**config.mk**
```make
export PLATFORM = sky130hd
export DESIGN_NAME = alu_decode_stage
export DESIGN_NICKNAME = d
export VERILOG_FILES = /design/src/rtl/alu_decode_stage.sv
export SDC_FILE = /design/constraint.sdc
export NUM_CORES = 1
export LEC_CHECK = 0
export ABC_AREA = 1
export BUFFER_PORTS_ARGS = -buffer_cell sky130_fd_sc_hd__buf_4
export CAP_MARGIN = 20
export CORE_MARGIN = 8
export CORE_UTILIZATION = 45
export DETAILED_ROUTE_END_ITERATION = 10
export PLACE_DENSITY = 0.74
export SYNTH_ARGS = -nofsm -noshare
export SYNTH_HDL_FRONTEND = slang
export SYNTH_SLANG_ARGS = --single-unit
```
**constraint.sdc**
```tcl
create_clock -name clk -period 1.6 [get_ports clk]
set_input_delay 0.48 -clock clk [delete_from_list [all_inputs] [get_ports clk]]
set_output_delay 0.48 -clock clk [all_outputs]
set_load 0.1 [all_outputs]
```
**src/rtl/alu_decode_stage.sv**
```systemverilog
// ALU-control decode stage: maps op class / funct3 / funct7 to a registered ALU op and shift
// amount, with a valid/ready handshake and a divider-occupancy counter that stalls issue.
module alu_decode_stage #(
    parameter int unsigned XLEN       = 32,
    parameter int unsigned ENABLE_M   = 1,
    parameter int unsigned DIV_CYCLES = 32,
    localparam int unsigned SHAMT_W   = $clog2(XLEN)
) (
    input  logic               clk,
    input  logic               rst_n,
    input  logic               flush,
    input  logic               in_valid,
    output logic               in_ready,
    input  logic [1:0]         op_class,
    input  logic [2:0]         funct3,
    input  logic [6:0]         funct7,
    input  logic [SHAMT_W-1:0] rs2_shamt,
    input  logic [SHAMT_W-1:0] imm_shamt,
    output logic               out_valid,
    input  logic               out_ready,
    output logic [4:0]         alu_op,
    output logic [SHAMT_W-1:0] shamt,
    output logic [2:0]         out_funct3,
    output logic               illegal,
    output logic               div_busy
);

    localparam int unsigned CNT_W = $clog2(DIV_CYCLES + 1);

    if (DIV_CYCLES < 1) begin : g_bad_div_cycles
        $error("DIV_CYCLES must be at least 1");
    end
    if (XLEN != 32 && XLEN != 64) begin : g_bad_xlen
        $error("XLEN must be 32 or 64");
    end

    typedef enum logic [4:0] {
        OpNop    = 5'b00000,
        OpAdd    = 5'b00001,
        OpSub    = 5'b00010,
        OpAnd    = 5'b00011,
        OpOr     = 5'b00100,
        OpXor    = 5'b00101,
        OpSll    = 5'b00110,
        OpSrl    = 5'b00111,
        OpSra    = 5'b01000,
        OpSlt    = 5'b01001,
        OpSltu   = 5'b01010,
        OpBranch = 5'b01111,
        OpMul    = 5'b10000,
        OpMulh   = 5'b10001,
        OpMulhsu = 5'b10010,
        OpMulhu  = 5'b10011,
        OpDiv    = 5'b10100,
        OpDivu   = 5'b10101,
        OpRem    = 5'b10110,
        OpRemu   = 5'b10111
    } alu_op_e;

    // Div-class ops occupy the 101xx corner of the encoding.
    function automatic logic is_div(input logic [4:0] op);
        return op[4:2] == 3'b101;
    endfunction

    alu_op_e              dec_op;
    logic [SHAMT_W-1:0]   dec_shamt;
    logic                 dec_ill;
    logic [6:0]           f7_imm;

    alu_op_e              alu_op_q;
    logic [SHAMT_W-1:0]   shamt_q;
    logic [2:0]           funct3_q;
    logic                 illegal_q;
    logic                 out_valid_q;
    logic [CNT_W-1:0]     cnt_q, cnt_d;

    logic                 accept;
    logic                 handoff;

    always_comb begin
        dec_op    = OpNop;
        dec_shamt = '0;
        dec_ill   = 1'b0;
        f7_imm    = funct7;
        // On RV64 funct7[0] carries shamt bit 5 for immediate shifts.
        if (XLEN == 64) begin
            f7_imm[0] = 1'b0;
        end
        unique case (op_class)
            2'b00: begin
                if (funct7 == 7'b0000000) begin
                    unique case (funct3)
                        3'b000: dec_op = OpAdd;
                        3'b001: begin
                            dec_op    = OpSll;
                            dec_shamt = rs2_shamt;
                        end
                        3'b010: dec_op = OpSlt;
                        3'b011: dec_op = OpSltu;
                        3'b100: dec_op = OpXor;
                        3'b101: begin
                            dec_op    = OpSrl;
                            dec_shamt = rs2_shamt;
                        end
                        3'b110: dec_op = OpOr;
                        default: dec_op = OpAnd;
                    endcase
                end else if (funct7 == 7'b0100000 && funct3 == 3'b000) begin
                    dec_op = OpSub;
                end else if (funct7 == 7'b0100000 && funct3 == 3'b101) begin
                    dec_op    = OpSra;
                    dec_shamt = rs2_shamt;
                end else if (funct7 == 7'b0000001 && ENABLE_M != 0) begin
                    dec_op = alu_op_e'({2'b10, funct3});
                end else begin
                    dec_ill = 1'b1;
                end
            end
            2'b01: begin
                unique case (funct3)
                    3'b000: dec_op = OpAdd;
                    3'b001: begin
                        if (f7_imm == 7'b0000000) begin
                            dec_op    = OpSll;
                            dec_shamt = imm_shamt;
                        end else begin
                            dec_ill = 1'b1;
                        end
                    end
                    3'b010: dec_op = OpSlt;
                    3'b011: dec_op = OpSltu;
                    3'b100: dec_op = OpXor;
                    3'b101: begin
                        if (f7_imm == 7'b0000000) begin
                            dec_op    = OpSrl;
                            dec_shamt = imm_shamt;
                        end else if (f7_imm == 7'b0100000) begin
                            dec_op    = OpSra;
                            dec_shamt = imm_shamt;
                        end else begin
                            dec_ill = 1'b1;
                        end
                    end
                    3'b110: dec_op = OpOr;
                    default: dec_op = OpAnd;
                endcase
            end
            2'b10: dec_op = OpAdd;
            default: dec_op = OpBranch;
        endcase
    end

    assign div_busy = (cnt_q != '0);
    assign handoff  = out_valid_q & out_ready;
    // No accept on the edge a div op leaves: the counter is not yet loaded that cycle.
    assign in_ready = ~div_busy & ~(out_valid_q & is_div(alu_op_q)) & (~out_valid_q | out_ready);
    assign accept   = in_valid & in_ready & ~flush;

    always_ff @(posedge clk or negedge rst_n) begin
        if (!rst_n) begin
            out_valid_q <= 1'b0;
            alu_op_q    <= OpNop;
            shamt_q     <= '0;
            funct3_q    <= 3'b000;
            illegal_q   <= 1'b0;
        end else if (flush) begin
            out_valid_q <= 1'b0;
            illegal_q   <= 1'b0;
        end else if (accept) begin
            out_valid_q <= 1'b1;
            alu_op_q    <= dec_op;
            shamt_q     <= dec_shamt;
            funct3_q    <= funct3;
            illegal_q   <= dec_ill;
        end else if (handoff) begin
            out_valid_q <= 1'b0;
        end
    end

    // Flush does not touch the counter: a handed-off divide keeps the unit occupied.
    always_comb begin
        cnt_d = cnt_q;
        if (handoff && is_div(alu_op_q)) begin
            cnt_d = CNT_W'(DIV_CYCLES);
        end else if (cnt_q != '0) begin
            cnt_d = cnt_q - CNT_W'(1);
        end
    end

    always_ff @(posedge clk or negedge rst_n) begin
        if (!rst_n) begin
            cnt_q <= '0;
        end else begin
            cnt_q <= cnt_d;
        end
    end

    assign out_valid  = out_valid_q;
    assign alu_op     = alu_op_q;
    assign shamt      = shamt_q;
    assign out_funct3 = funct3_q;
    assign illegal    = illegal_q;

endmodule

```
==> impl_metrics.tcl <==
set metrics [dict create \
    slew_viol_final 0 \
    status "finished with violations" \
    cts_max_level 1 \
    grt_pass1_vias 1645 \
    fmax_mhz 518.2 \
    ant_nets 0 \
    drive_gt1_share_pct 37.42 \
    place_inst 337 \
    finalWorstPathRequiredPeriod_ns 1.930 \
    startpoint_type "flip-flop" \
    drtIter0Drc 49 \
    core_area_um2 3258 \
    max-slew-margin-rel_pct 81.29 \
    grt_max_degree 22 \
    diodes 0 \
    fp-row-count 21 \
    ys_ff_latch 21 \
    synthDistinctLibCells 25 \
    cp.required_ns 1.12 \
    fin_util_pct 69.78 \
    arrival_ns 1.45 \
    synth_fp_nets 252 \
    die_w_um 73.60 \
    antenna_found_initial 0 \
    clockBufferDepth 2 \
    dp_hpwl_mm 3.180 \
    use_met2_pct 27.85 \
    peakVddDrop_mv 0.7832 \
    worstSetupPathType "flip-flop to primary output" \
    powerDensity_nw_per_um2 1540 \
    instances_no_fill 348 \
    use_met3_pct 2.729 \
    num-nets-final 332 \
    io_pins 44 \
    endpoint_kind "primary output" \
    via_per_inst 4.612 \
    syn_avg_cell_area_um2 6.694 \
    fin_ws_ns -0.3299 \
    track_usage_pct 16.06 \
    fill_cells 306 \
    use_met1_pct 17.91 \
    hold_path.class "primary input to async pin" \
    clk_latency_ns 0.31 \
    grt-busiest-layer "met2" \
    cap_violations 0 \
    ys_seq_area_share_pct 35.21 \
    violations "negative setup slack" \
    initial_core_util_pct 45.81 \
    numCtsBuffers 3 \
    dieArea_um2 5416 \
    rsz0062_at_grt "yes" \
    fin_setup_tns_ns -0.7673 \
    synth_ff_type "dfrtp_1" \
    vias 1605 \
    clockRootBuffer "clkbuf_4" \
    synth_edf_count 0 \
    async_reset_ff_share_pct 100.0 \
    grt_pass1_wl_mm 6.851 \
    cp_max_fo 3 \
    finalSetupViolations 9 \
    drt_wl_total_mm 4.078 \
    yosysWarnings 0 \
    seq_area_um2 538.0 \
    finalCritPeriodShare_pct 120.6 \
    synthToLayoutAreaGrowth_pct 52.31 \
    io_buffers 43 \
    clock-sinks 21 \
    postCtsHoldBufs 0 \
    drcViolationCount 0 \
    path_clk_slew_ns 0.12 \
    cts_tree "built" \
    routedWlPerCell_um 11.72 \
    syn_inst 223 \
    finClkSkew_ns 0.007575 \
    grt_remaining_overflow 0 \
    hold_violations 0 \
    first_pass_iters 5 \
    gp_congestion 0.8754 \
    leakage_uw 0.001241 \
    netlist_area_um2 1493 \
    fp.dieH_um 73.60 \
    tightest_slew_ns 0.2830 \
    multi_input_area_um2 815.8 \
]
-- worst paths after layout --
| path | startpoint | to | slack [ns] | depth (start not counted) |
|---|---|---|---|---|
| setup / recovery | cnt_q[2] | in_ready | -0.33 | 6 |
| hold / removal | rst_n | cnt_q[5] | 0.03 | 1 |
| setup reg to reg | cnt_q[2] | alu_op[1] | -0.06 | 11 |
| hold reg to reg | out_funct3[1] | out_funct3[1] | 0.50 | 2 |
| max in group asynchronous | rst_n | alu_op[4] | 1.33 | 1 |
| min in group clk | flush | out_valid | 0.36 | 2 |
-- cell type report --
| class | count | area share, % |
|---|---|---|
| inverters | 41 | 7.100 |
| multi-input cells | 157 | 35.88 |
| clock buffers | 4 | 1.156 |
| flip-flops and latches | 21 | 23.67 |
| repair buffers | 79 | 29.66 |
| well taps | 46 | 2.532 |
-- cell usage in the layout, fill, tap and decap left out, types with 5 or more instances in the layout --
cell type  synthesis  final
buf_6              2      5
nand3_1           24     23
nor3_1             5      5
inv_1             40     37
a21oi_1            7      7
buf_4              1     69
nand2_1           61     60
nand2_2            5      6
buf_12             0      5
nor2_1            28     24
o21ai_0            6      6
dfrtp_1           21     17
-- state kept, by name, indices dropped and copies added, names as in the netlist --
| signal | count |
|---|---|
| illegal | 1 |
| alu_op | 5 |
| cnt_q | 6 |
| shamt | 5 |
| out_funct3 | 3 |
| out_valid | 1 |
-- stage by stage --
step	hold slack, ns	setup WS [ns]	cell area (um2)	total power (uW)
6_report	0.03280	-0.3299	2273	3501
5_1_grt	0.03135	-0.3995	2273	3687
4_1_cts	0.04160	-0.3367	2215	3409
3_5_place_dp	0.3815	-0.1287	2091	2983
3_3_place_gp	0.3790	-0.07024	2091	2938
2_1_floorplan	0.1844	-0.8018	1515	2372
-- power breakdown --
group,internal (uW),leakage (uW),switching (uW)
sequential,750,0.000257,120
clock,97.3,0.0000150,157
combinational,803,0.000969,1570
-- logic make-up (layout without fill, tap and decap cells) --
group | after synthesis | count (layout) | share of synthesized area [%]
adder cells (fa/ha/maj) | 2 | 2 | 1.676
flip-flops | 21 | 21 | 35.21
AND/OR/NAND/NOR | 133 | 133 | 40.82
AO/OA/AOI/OAI | 19 | 19 | 7.712
XOR/XNOR | 3 | 3 | 1.761
buffers and inverters | 45 | 124 | 12.82
-- critical path, stage by stage, from the launching register on --
cell and delay, ns:
dfrtp_1 0.41, nor2_2 0.15, nand2_2 0.11, nor2_4 0.12, inv_2 0.06, nor2_4 0.11
buf_12 0.18
-- routing by layer --
layer / vias up / wire [um]
li1: 849 / -
met2: 38 / 2063
met4: 0 / 72
met1: 712 / 1748
met3: 6 / 194
met5: - / 0
-- repair_timing --
item,in CTS,in global routing
hold endpoints to repair,0,0
pin swaps,7,9
setup endpoints to repair,10,19
resized for setup,20,9
setup buffers,4,3
gates cloned,0,0
-- Yosys cell counts (2+ instances only) --
library cell / instances / area [um2]
nand2_1: 61 / 229.0
inv_1: 40 / 150.1
nor2_1: 28 / 105.1
nand3_1: 24 / 120.1
dfrtp_1: 21 / 525.5
a21oi_1: 7 / 35.03
o21ai_0: 6 / 30.03
nand2_2: 5 / 31.28
nor3_1: 5 / 25.02
o21ai_2: 3 / 26.28
or2_2: 3 / 18.77
xor2_1: 3 / 26.28
buf_6: 2 / 22.52
ha_1: 2 / 25.02
nor2_4: 2 / 22.52
o2111ai_1: 2 / 17.52
Note: power is estimated with default switching activity, not from simulation.
